[config.mk]
export PLATFORM = sky130hd
export DESIGN_NAME = hdlc_rx_protocol_monitor
export DESIGN_NICKNAME = d
export VERILOG_FILES = /design/src/rtl/hdlc_mon_pkg.sv /design/src/rtl/hdlc_mon_delay_line.sv /design/src/rtl/hdlc_rx_protocol_monitor.sv
export SDC_FILE = /design/constraint.sdc
export NUM_CORES = 1
export LEC_CHECK = 0
export ABC_AREA = 1
export ABC_CLOCK_PERIOD_IN_PS = 10300
export CAP_MARGIN = 20
export CORE_ASPECT_RATIO = 1.1
export CORE_MARGIN = 3
export CORE_UTILIZATION = 49
export CTS_CLUSTER_SIZE = 8
export DETAILED_ROUTE_END_ITERATION = 8
export PLACE_DENSITY = 0.85
export SYNTH_ARGS = -nofsm -noshare
export SYNTH_HDL_FRONTEND = slang
export SYNTH_SLANG_ARGS = --single-unit
[constraint.sdc]
create_clock -name Clk -period 10.3 [get_ports Clk]
set_clock_uncertainty 0.15 [all_clocks]
set_input_delay 1.545 -clock Clk [delete_from_list [all_inputs] [get_ports Clk]]
set_output_delay 1.545 -clock Clk [all_outputs]
set_load 0.03 [all_outputs]
[src/rtl/hdlc_mon_pkg.sv]
// Shared types and helpers for the HDLC receive-side protocol monitor.
package hdlc_mon_pkg;

  localparam int NUM_RULES = 3;
  localparam logic [7:0] FLAG_PATTERN = 8'h7E;

  typedef enum logic [1:0] {
    RULE_FLAG   = 2'd0,
    RULE_ABORT  = 2'd1,
    RULE_STATUS = 2'd2
  } rule_e;

  // Callers zero-extend into 64 bits and truncate the result back to their width.
  function automatic logic [63:0] sat_add(input logic [63:0] a, input logic [63:0] b,
                                          input logic [63:0] max_v);
    logic [64:0] sum;
    sum = {1'b0, a} + {1'b0, b};
    return (sum > {1'b0, max_v}) ? max_v : sum[63:0];
  endfunction

endpackage

[src/rtl/hdlc_mon_delay_line.sv]
// Single-bit expectation shift register of DEPTH stages with synchronous reset.
module hdlc_mon_delay_line #(
  parameter int DEPTH = 2
) (
  input  logic Clk,
  input  logic Rst,
  input  logic i_d,
  output logic o_q
);

  logic [DEPTH-1:0] r_sr;

  generate
    if (DEPTH == 1) begin : g_single
      always_ff @(posedge Clk) begin
        if (Rst) r_sr <= '0;
        else     r_sr <= i_d;
      end
    end else begin : g_multi
      always_ff @(posedge Clk) begin
        if (Rst) r_sr <= '0;
        else     r_sr <= {r_sr[DEPTH-2:0], i_d};
      end
    end
  endgenerate

  assign o_q = r_sr[DEPTH-1];

endmodule

[src/rtl/hdlc_rx_protocol_monitor.sv]
// Run-time checker for HDLC Rx flag latency, abort latency and end-of-frame status.
// Optional first-error cycle stamp enabled by defining HDLC_MON_TIMESTAMP_EN.
module hdlc_rx_protocol_monitor
  import hdlc_mon_pkg::*;
#(
  parameter int FLAG_LAT  = 2,
  parameter int ABORT_LAT = 1,
  parameter int CNT_W     = 16,
  parameter int TS_W      = 32
) (
  input  logic              Clk,
  input  logic              Rst,
  input  logic              Rx,
  input  logic              Rx_FlagDetect,
  input  logic              Rx_AbortDetect,
  input  logic              Rx_ValidFrame,
  input  logic              Rx_AbortSignal,
  input  logic              Rx_EoF,
  input  logic              Rx_Overflow,
  input  logic              Rx_FrameError,
  input  logic              Rx_Ready,
  input  logic              Clr_Err,
  output logic [2:0]        Err_Sticky,
  output logic [CNT_W-1:0]  ErrCnt,
  output logic              First_Err_Valid,
  output logic [1:0]        First_Err_Id,
  output logic [TS_W-1:0]   First_Err_Time
);

  localparam logic [63:0] CNT_MAX = (64'd1 << CNT_W) - 64'd1;

  logic [6:0]           r_hist;
  logic                 r_eof_prev;
  logic [CNT_W-1:0]     r_cnt;
  logic [NUM_RULES-1:0] r_sticky;
  logic                 r_fvalid;
  rule_e                r_fid;

  logic                 w_match;
  logic                 w_abort_push;
  logic                 w_flag_tap;
  logic                 w_abort_tap;
  logic                 w_eof_rise;
  logic [2:0]           w_status_ones;
  logic [NUM_RULES-1:0] w_viol;
  logic [1:0]           w_nviol;
  rule_e                w_first_id;
  logic [CNT_W-1:0]     w_cnt_base;
  logic [NUM_RULES-1:0] w_sticky_base;
  logic                 w_fvalid_base;
  logic                 w_capture;
  logic [CNT_W-1:0]     w_cnt_nxt;

  hdlc_mon_delay_line #(.DEPTH(FLAG_LAT)) u_flag_dl (
    .Clk (Clk),
    .Rst (Rst),
    .i_d (w_match),
    .o_q (w_flag_tap)
  );

  hdlc_mon_delay_line #(.DEPTH(ABORT_LAT)) u_abort_dl (
    .Clk (Clk),
    .Rst (Rst),
    .i_d (w_abort_push),
    .o_q (w_abort_tap)
  );

  always_comb begin
    w_match       = ({r_hist, Rx} == FLAG_PATTERN);
    w_abort_push  = Rx_AbortDetect && Rx_ValidFrame;
    w_eof_rise    = Rx_EoF && !r_eof_prev;
    w_status_ones = 3'({2'b00, Rx_AbortSignal}) + 3'({2'b00, Rx_Overflow})
                  + 3'({2'b00, Rx_FrameError})  + 3'({2'b00, Rx_Ready});
    w_viol        = {w_eof_rise && (w_status_ones != 3'd1),
                     w_abort_tap && !Rx_AbortSignal,
                     w_flag_tap != Rx_FlagDetect};
    w_nviol       = 2'({1'b0, w_viol[0]}) + 2'({1'b0, w_viol[1]}) + 2'({1'b0, w_viol[2]});
    w_first_id    = w_viol[0] ? RULE_FLAG : (w_viol[1] ? RULE_ABORT : RULE_STATUS);
  end

  // Clear takes effect first; this cycle's violations land on the cleared state.
  always_comb begin
    w_cnt_base    = Clr_Err ? '0 : r_cnt;
    w_sticky_base = Clr_Err ? '0 : r_sticky;
    w_fvalid_base = Clr_Err ? 1'b0 : r_fvalid;
    w_capture     = !w_fvalid_base && (w_nviol != 2'd0);
    w_cnt_nxt     = CNT_W'(sat_add(64'(w_cnt_base), 64'(w_nviol), CNT_MAX));
  end

  always_ff @(posedge Clk) begin
    if (Rst) begin
      r_hist     <= 7'h7F;
      r_eof_prev <= 1'b0;
      r_cnt      <= '0;
      r_sticky   <= '0;
      r_fvalid   <= 1'b0;
      r_fid      <= RULE_FLAG;
    end else begin
      r_hist     <= {r_hist[5:0], Rx};
      r_eof_prev <= Rx_EoF;
      r_cnt      <= w_cnt_nxt;
      r_sticky   <= w_sticky_base | w_viol;
      r_fvalid   <= w_fvalid_base || w_capture;
      if (w_capture)    r_fid <= w_first_id;
      else if (Clr_Err) r_fid <= RULE_FLAG;
    end
  end

  assign Err_Sticky      = r_sticky;
  assign ErrCnt          = r_cnt;
  assign First_Err_Valid = r_fvalid;
  assign First_Err_Id    = r_fid;

`ifdef HDLC_MON_TIMESTAMP_EN
  logic [TS_W-1:0] r_ts;
  logic [TS_W-1:0] r_ftime;

  // The cycle counter free-runs across Clr_Err; only reset restarts it.
  always_ff @(posedge Clk) begin
    if (Rst) begin
      r_ts    <= '0;
      r_ftime <= '0;
    end else begin
      r_ts <= r_ts + TS_W'(1);
      if (w_capture)    r_ftime <= r_ts;
      else if (Clr_Err) r_ftime <= '0;
    end
  end

  assign First_Err_Time = r_ftime;
`else
  assign First_Err_Time = '0;
`endif

endmodule
; ---- Word level (Yosys, flattened, before mapping)
; Cells that the tools add are included.
[op_classes]
add_sub_neg = 6
magnitude_cmp = 1
n_eq_ne = 3
mux = 8
n_bitwise = 1
reduce_logical = 11
[ops]
columns = op, count
row1 = 16-bit two-way mux, 2
row2 = 16-bit by 2-bit adder with 17-bit output, 1
row3 = "17-bit by 16-bit > comparator with 1-bit output, second input constant", 1
row4 = "8-bit by 7-bit == test with 1-bit output, second input constant", 1
row5 = 2-bit two-way mux, 4
row6 = 1-bit logical AND, 5
row7 = 1-bit by 1-bit adder with 2-bit output, 2
row8 = 2-bit nonzero test, 2
row9 = 2-bit by 1-bit adder with 3-bit output, 1
row10 = 3-bit by 1-bit adder with 3-bit output, 1
row11 = 1-bit logical NOT, 3
row12 = 3-bit two-way mux, 1
row13 = "3-bit by 1-bit inequality test with 1-bit output, second input constant", 1
row14 = 3-bit OR, 1
row15 = 2-bit by 1-bit adder with 2-bit output, 1
row16 = 1-bit logical OR, 1
row17 = 1-bit two-way mux, 1
row18 = 1-bit inequality test, 1
[word_totals]
regBits = 33
inputBits = 12
out_inout_bits = 54
word_cells = 38

; ---- Longest topological paths before layout
[logic_depth]
word_depth = 9
ltp_mapped = 18
ltp_nobuf = 18

; ---- Hierarchy
; A second synthesis with hierarchy kept.
[unflattened]
cells_unflattened = 261
area_unflattened_um2 = 2018.2
[by_module_without_submodules]
columns = mod, n_inst, cells_each, area_each_um2, seq_area_each_um2
row1 = hdlc_rx_protocol_monitor, 1, 252, 1933.1, 600.6
row2 = hdlc_mon_delay_line at u_flag_dl, 1, 6, 55.1, 40.0
row3 = hdlc_mon_delay_line at u_abort_dl, 1, 3, 30.0, 20.0

; ---- Worst setup path after synthesis
; No wires, ideal clock.
[synth_path]
path_kind = input to register
startpoint = input Rx_AbortSignal
endpoint = register r_cnt[5] (netlist: ErrCnt[5])
setup_ns = 0.136
t_arrival_ns = 4.800
required_ns = 10.014
setup_slack_ns = 5.215
path_stages = 17
n_path_buf = 1
cell_sequence = inv_1 -> fa_1 -> inv_1 -> ha_1 -> ha_1 -> o311ai_0 -> inv_1 -> fa_1 -> ha_1 -> fa_1 -> nand4_2 -> inv_2 -> nand2_2 -> inv_2 -> nand2_4 -> buf_6 -> a31oi_2
[synth_via]
elab_chain_len = 9
word_cells_on_any_way = 12
classes_between = add/sub: 6 / order compare: 1 / eq/ne: 1 / mux: 1 / reduce/logical: 3
[synth_lines]
columns = element, line
row1 = "start, declared", hdlc_rx_protocol_monitor.sv:17  ; input logic Rx_AbortSignal,
row2 = 1-bit by 1-bit adder with 2-bit output, hdlc_rx_protocol_monitor.sv:72  ; w_status_ones = 3'({2'b00, Rx_AbortSignal}) + 3'({2'b00, Rx_Overflow})
row3 = 2-bit by 1-bit adder with 3-bit output, hdlc_rx_protocol_monitor.sv:73  ; + 3'({2'b00, Rx_FrameError}) + 3'({2'b00, Rx_Ready});
row4 = 3-bit by 1-bit adder with 3-bit output, hdlc_rx_protocol_monitor.sv:73
row5 = 3-bit by 1-bit inequality test with 1-bit output, hdlc_rx_protocol_monitor.sv:74  ; w_viol = {w_eof_rise && (w_status_ones != 3'd1),
row6 = 1-bit logical AND, hdlc_rx_protocol_monitor.sv:74
row7 = 2-bit by 1-bit adder with 2-bit output *, hdlc_rx_protocol_monitor.sv:77  ; w_nviol = 2'({1'b0, w_viol[0]}) + 2'({1'b0, w_viol[1]}) + 2'({1'b0, w_viol[2]});
row8 = 16-bit by 2-bit adder with 17-bit output *, hdlc_mon_pkg.sv:17  ; sum = {1'b0, a} + {1'b0, b};
row9 = 17-bit by 16-bit > comparator with 1-bit output, hdlc_mon_pkg.sv:18  ; return (sum > {1'b0, max_v}) ? max_v : sum[63:0];
row10 = 16-bit two-way mux *, hdlc_mon_pkg.sv:18
row11 = "end signal, assigned", hdlc_rx_protocol_monitor.sv:101  ; r_cnt <= w_cnt_nxt;
row12 = "end, declared", hdlc_rx_protocol_monitor.sv:34  ; logic [CNT_W-1:0] r_cnt;
; Mark *: on every way between the ends. The rest lies on a longest branch, timed or not.
; A chain may end at the register's enable or synchronous reset.

; ---- Worst setup path after layout
[layout_path]
startpoint = input Rx_AbortSignal
endpoint = register r_cnt[9] (netlist: ErrCnt[9])
; The elaborated chain is that of the path after synthesis.

==> impl_results.md <==
* Slowest cell on crit path: fa_1
* FF-to-FF Start: u_flag_dl.r_sr[1]
* Synth Cell Area at 1990 um^2
* Max Cap Viol at 0
* Fin util at 61.5%
* CTS tree: yes
* Vias at 1,662
* CTS-repair resized insts at 0
* Routed WL at 4060 um
* H-tree depth at 2
* Yosys synthesis warning count at 0
* Port bufs at 33
* Reg2reg end: ErrCnt[9]
* Worst R2R Setup Slack at 7450 ps
* Total internal power at 0.202 mW
* Final Max Tran Viols at 0
* PwrDens at 125 nW/um^2
* Data arrival, critical path at 5620 ps
* Switching power total at 0.0888 mW
* Seq pwr share at 45.9%
* Slew of the pin with the lowest slew margin at 615 ps
* RSZ-0062 raised after global routing: no
* Antenna Nets Post-Route at 0
* Layout Nets at 319
* Hold Startpoint: r_hist[6]
* CTS Buf Count at 5
* Horiz. Die Dim at 66.7 um
* Worst path max stage delay at 530 ps
* Lkg Pwr at 1.04 nW
* CP dominant cell by count: inv_1
* First-pass GRT wire length at 6760 um
* Min-Delay Path Class: register to register
* # Post-CTS Setup Buffers at 0
* Minimum clock period after layout at 5580 ps
* Clk_lat worst skew at 290 ps
* Largest net degree at the start of global routing at 27
* Synth cell count leaders: nand2_1 (47), inv_1 (40), dfxtp_1 (33)
* Root Buffer: clkbuf_8
* Drt via density at 4.74
* Largest area contributor in the netlist: dfxtp_1
* R2R cell count at 12
* Setup violations, final at 0
* Die extent in y at 72.8 um
* Worst path top cell family by delay: adder cells
* Main area contributors after synthesis: dfxtp_1 (33%), buf_4 (12%), nand2_1 (8.9%)
* Fillers at 350
* All-Layer GR Usage at 18.4%
* Starting Density at 52.7%
* Initial antenna violation count at 0
* First-pass iteration count of the detailed router at 4
* Data required, critical path at 10,340 ps
* Placer Congestion at 0.865
* Final period util at 54.2%
* Area grow syn2layout at 16.8%
* Final Hold Fails at 0
* Sequential element share of the synthesized area at 33.3%
* Die Area at 4850 um^2
* Share of cells above drive strength 1 at 13.6%
* Combinational Power Share at 18.5%
* Sw Share at 30.5%
* Most used DFF post-synth: dfxtp_1
* Power consumption at 0.291 mW
* WP buf/inv at 7
* Crit path kind: input pin to register
* Wire per inst at 11.6 um
* Cts hold-fix bufs at 0
* DRT iter0 DRCs at 73
* Clock share of power at 35.6%
* Number of synthesized register bits at 33
* DRC viols at 0
* Antenna cell count at 0
* CP endpoint kind: register
* Crit path cell chain: clkdlybuf4s50_1 > inv_1 > fa_1 > inv_1 > ha_1 > ha_1 > o311ai_0 > inv_1 > fa_1 > ha_1 > fa_1 > nand4_2 > inv_2 > nand2_2 > inv_2 > nand2_4 > nand3_1 > nand2_1 > inv_1
* Most common cell in the netlist: nand2_1
* CTS clk-pin slew, worst paths at 70 ps
* Yosys cell types at 32
* Ports at 66
* Max clock buf depth at 2
* Gate Count Post-Synth at 266
* # rows at 23
* Number of flops mapped to enable cells by yosys at 0
* Hold Path Cell Cnt at 1
* Vias in the first global route at 1,584
* DP HPWL at 2960 um
* Core box area at 3770 um^2
* Setup total negative slack at 0 ps
* WHS Endpoint: u_flag_dl.r_sr[0]
* Worst setup SP type: input pin
* Max Freq at 0.179 GHz
* Ys async rst share at 0%
* Peak VDD IR at 0.0755 mV
* Remaining global-route overflow at 0
* Yosys top cell area share at 33.3%
* Hold WS at 259 ps
* Max Fanout on Critical Path at 16
* Post-route cell area at 2320 um^2
* Area after DPL at 2220 um^2
* Status: finished, final reports clean
* Sink Count at 33
* Syn Area/Cell at 7.46 um^2
* Rel. slew slack at 58.9%
-- worst max-delay path by stage --
| stage | start | to | depth (start not counted) |
|---|---|---|---|
| floorplan | Rx_AbortSignal | ErrCnt[5] | 17 |
| global placement | Rx_AbortSignal | ErrCnt[9] | 19 |
| detailed placement | Rx_AbortSignal | ErrCnt[9] | 19 |
| CTS | Rx_AbortSignal | ErrCnt[9] | 19 |
| global route | Rx_AbortSignal | ErrCnt[9] | 19 |
| finish | Rx_AbortSignal | ErrCnt[9] | 19 |
-- logic make-up after synthesis --
kind of cell             share of synthesized area (%)
buffers and inverters                             22.2
AO/OA/AOI/OAI                                     8.25
XOR/XNOR                                          2.65
AND/OR/NAND/NOR                                   27.9
other                                            0.189
adder cells (fa/ha/maj)                           5.55
flip-flops                                        33.3
-- sequential cells by signal (all words and copies together), names as in the netlist --
register and flops:
r_eof_prev 1, Err_Sticky 3, ErrCnt 16, First_Err_Id 2, u_abort_dl.o_q 1, r_hist 7, u_flag_dl.r_sr 2, First_Err_Valid 1
-- layout by cell type (no fill, tap or decap), types with 2 or more instances in the layout --
cell type        instances
clkdlybuf4s50_1         33
inv_1                   40
nand2_2                  2
nand3_2                  2
nand4_2                  2
conb_1                  32
nor2_2                   4
inv_2                    3
clkbuf_8                 6
nor2_4                   3
dfxtp_1                 33
xor2_1                   4
a31oi_2                  2
a21oi_2                  8
nor2_1                  27
o21ai_0                  3
fa_1                     3
or2_2                    5
ha_1                     4
xnor2_1                  2
nand2_1                 47
nand3_1                 16
nand4_1                  3
a21oi_1                  8
-- cell type report --
class | instances | area (um^2) | share of cell area (%)
Inverter | 43 | 161 | 6.96
Multi-Input combinational cell | 183 | 1000 | 43.2
Tap cell | 50 | 62.6 | 2.70
Timing Repair Buffer | 34 | 338 | 14.6
Sequential cell | 33 | 661 | 28.5
Clock inverter | 2 | 13.8 | 0.593
Clock buffer | 6 | 82.6 | 3.56
-- power by group through the flow --
| stage | Clock, mW | Combinational, mW | Sequential [mW] |
|---|---|---|---|
| final | 0.104 | 0.0538 | 0.133 |
| after detailed placement | 0 | 0.0532 | 0.136 |
| after global placement | 0 | 0.0524 | 0.136 |
| after floorplan | 0 | 0.0424 | 0.142 |
| after CTS | 0.105 | 0.0538 | 0.133 |
| after global routing | 0.110 | 0.0585 | 0.134 |
-- per-layer routing --
metal  GRT usage, %  vias to the layer above  part of all wire (%)
met1           21.9                      751                    41
li1               -                      821                     -
met4           10.8                        0                   2.2
met3           4.31                        7                   7.8
met2           29.7                       83                    49
met5              0                        -                     0
-- per-stage QoR --
stage	cells	setup slack (ps)
after floorplan	297	5210
after global placement	343	4580
after detailed placement	343	4440
after CTS	351	4740
after global routing	351	4450
final	351	4720
Note: power is estimated with default switching activity, not from simulation.
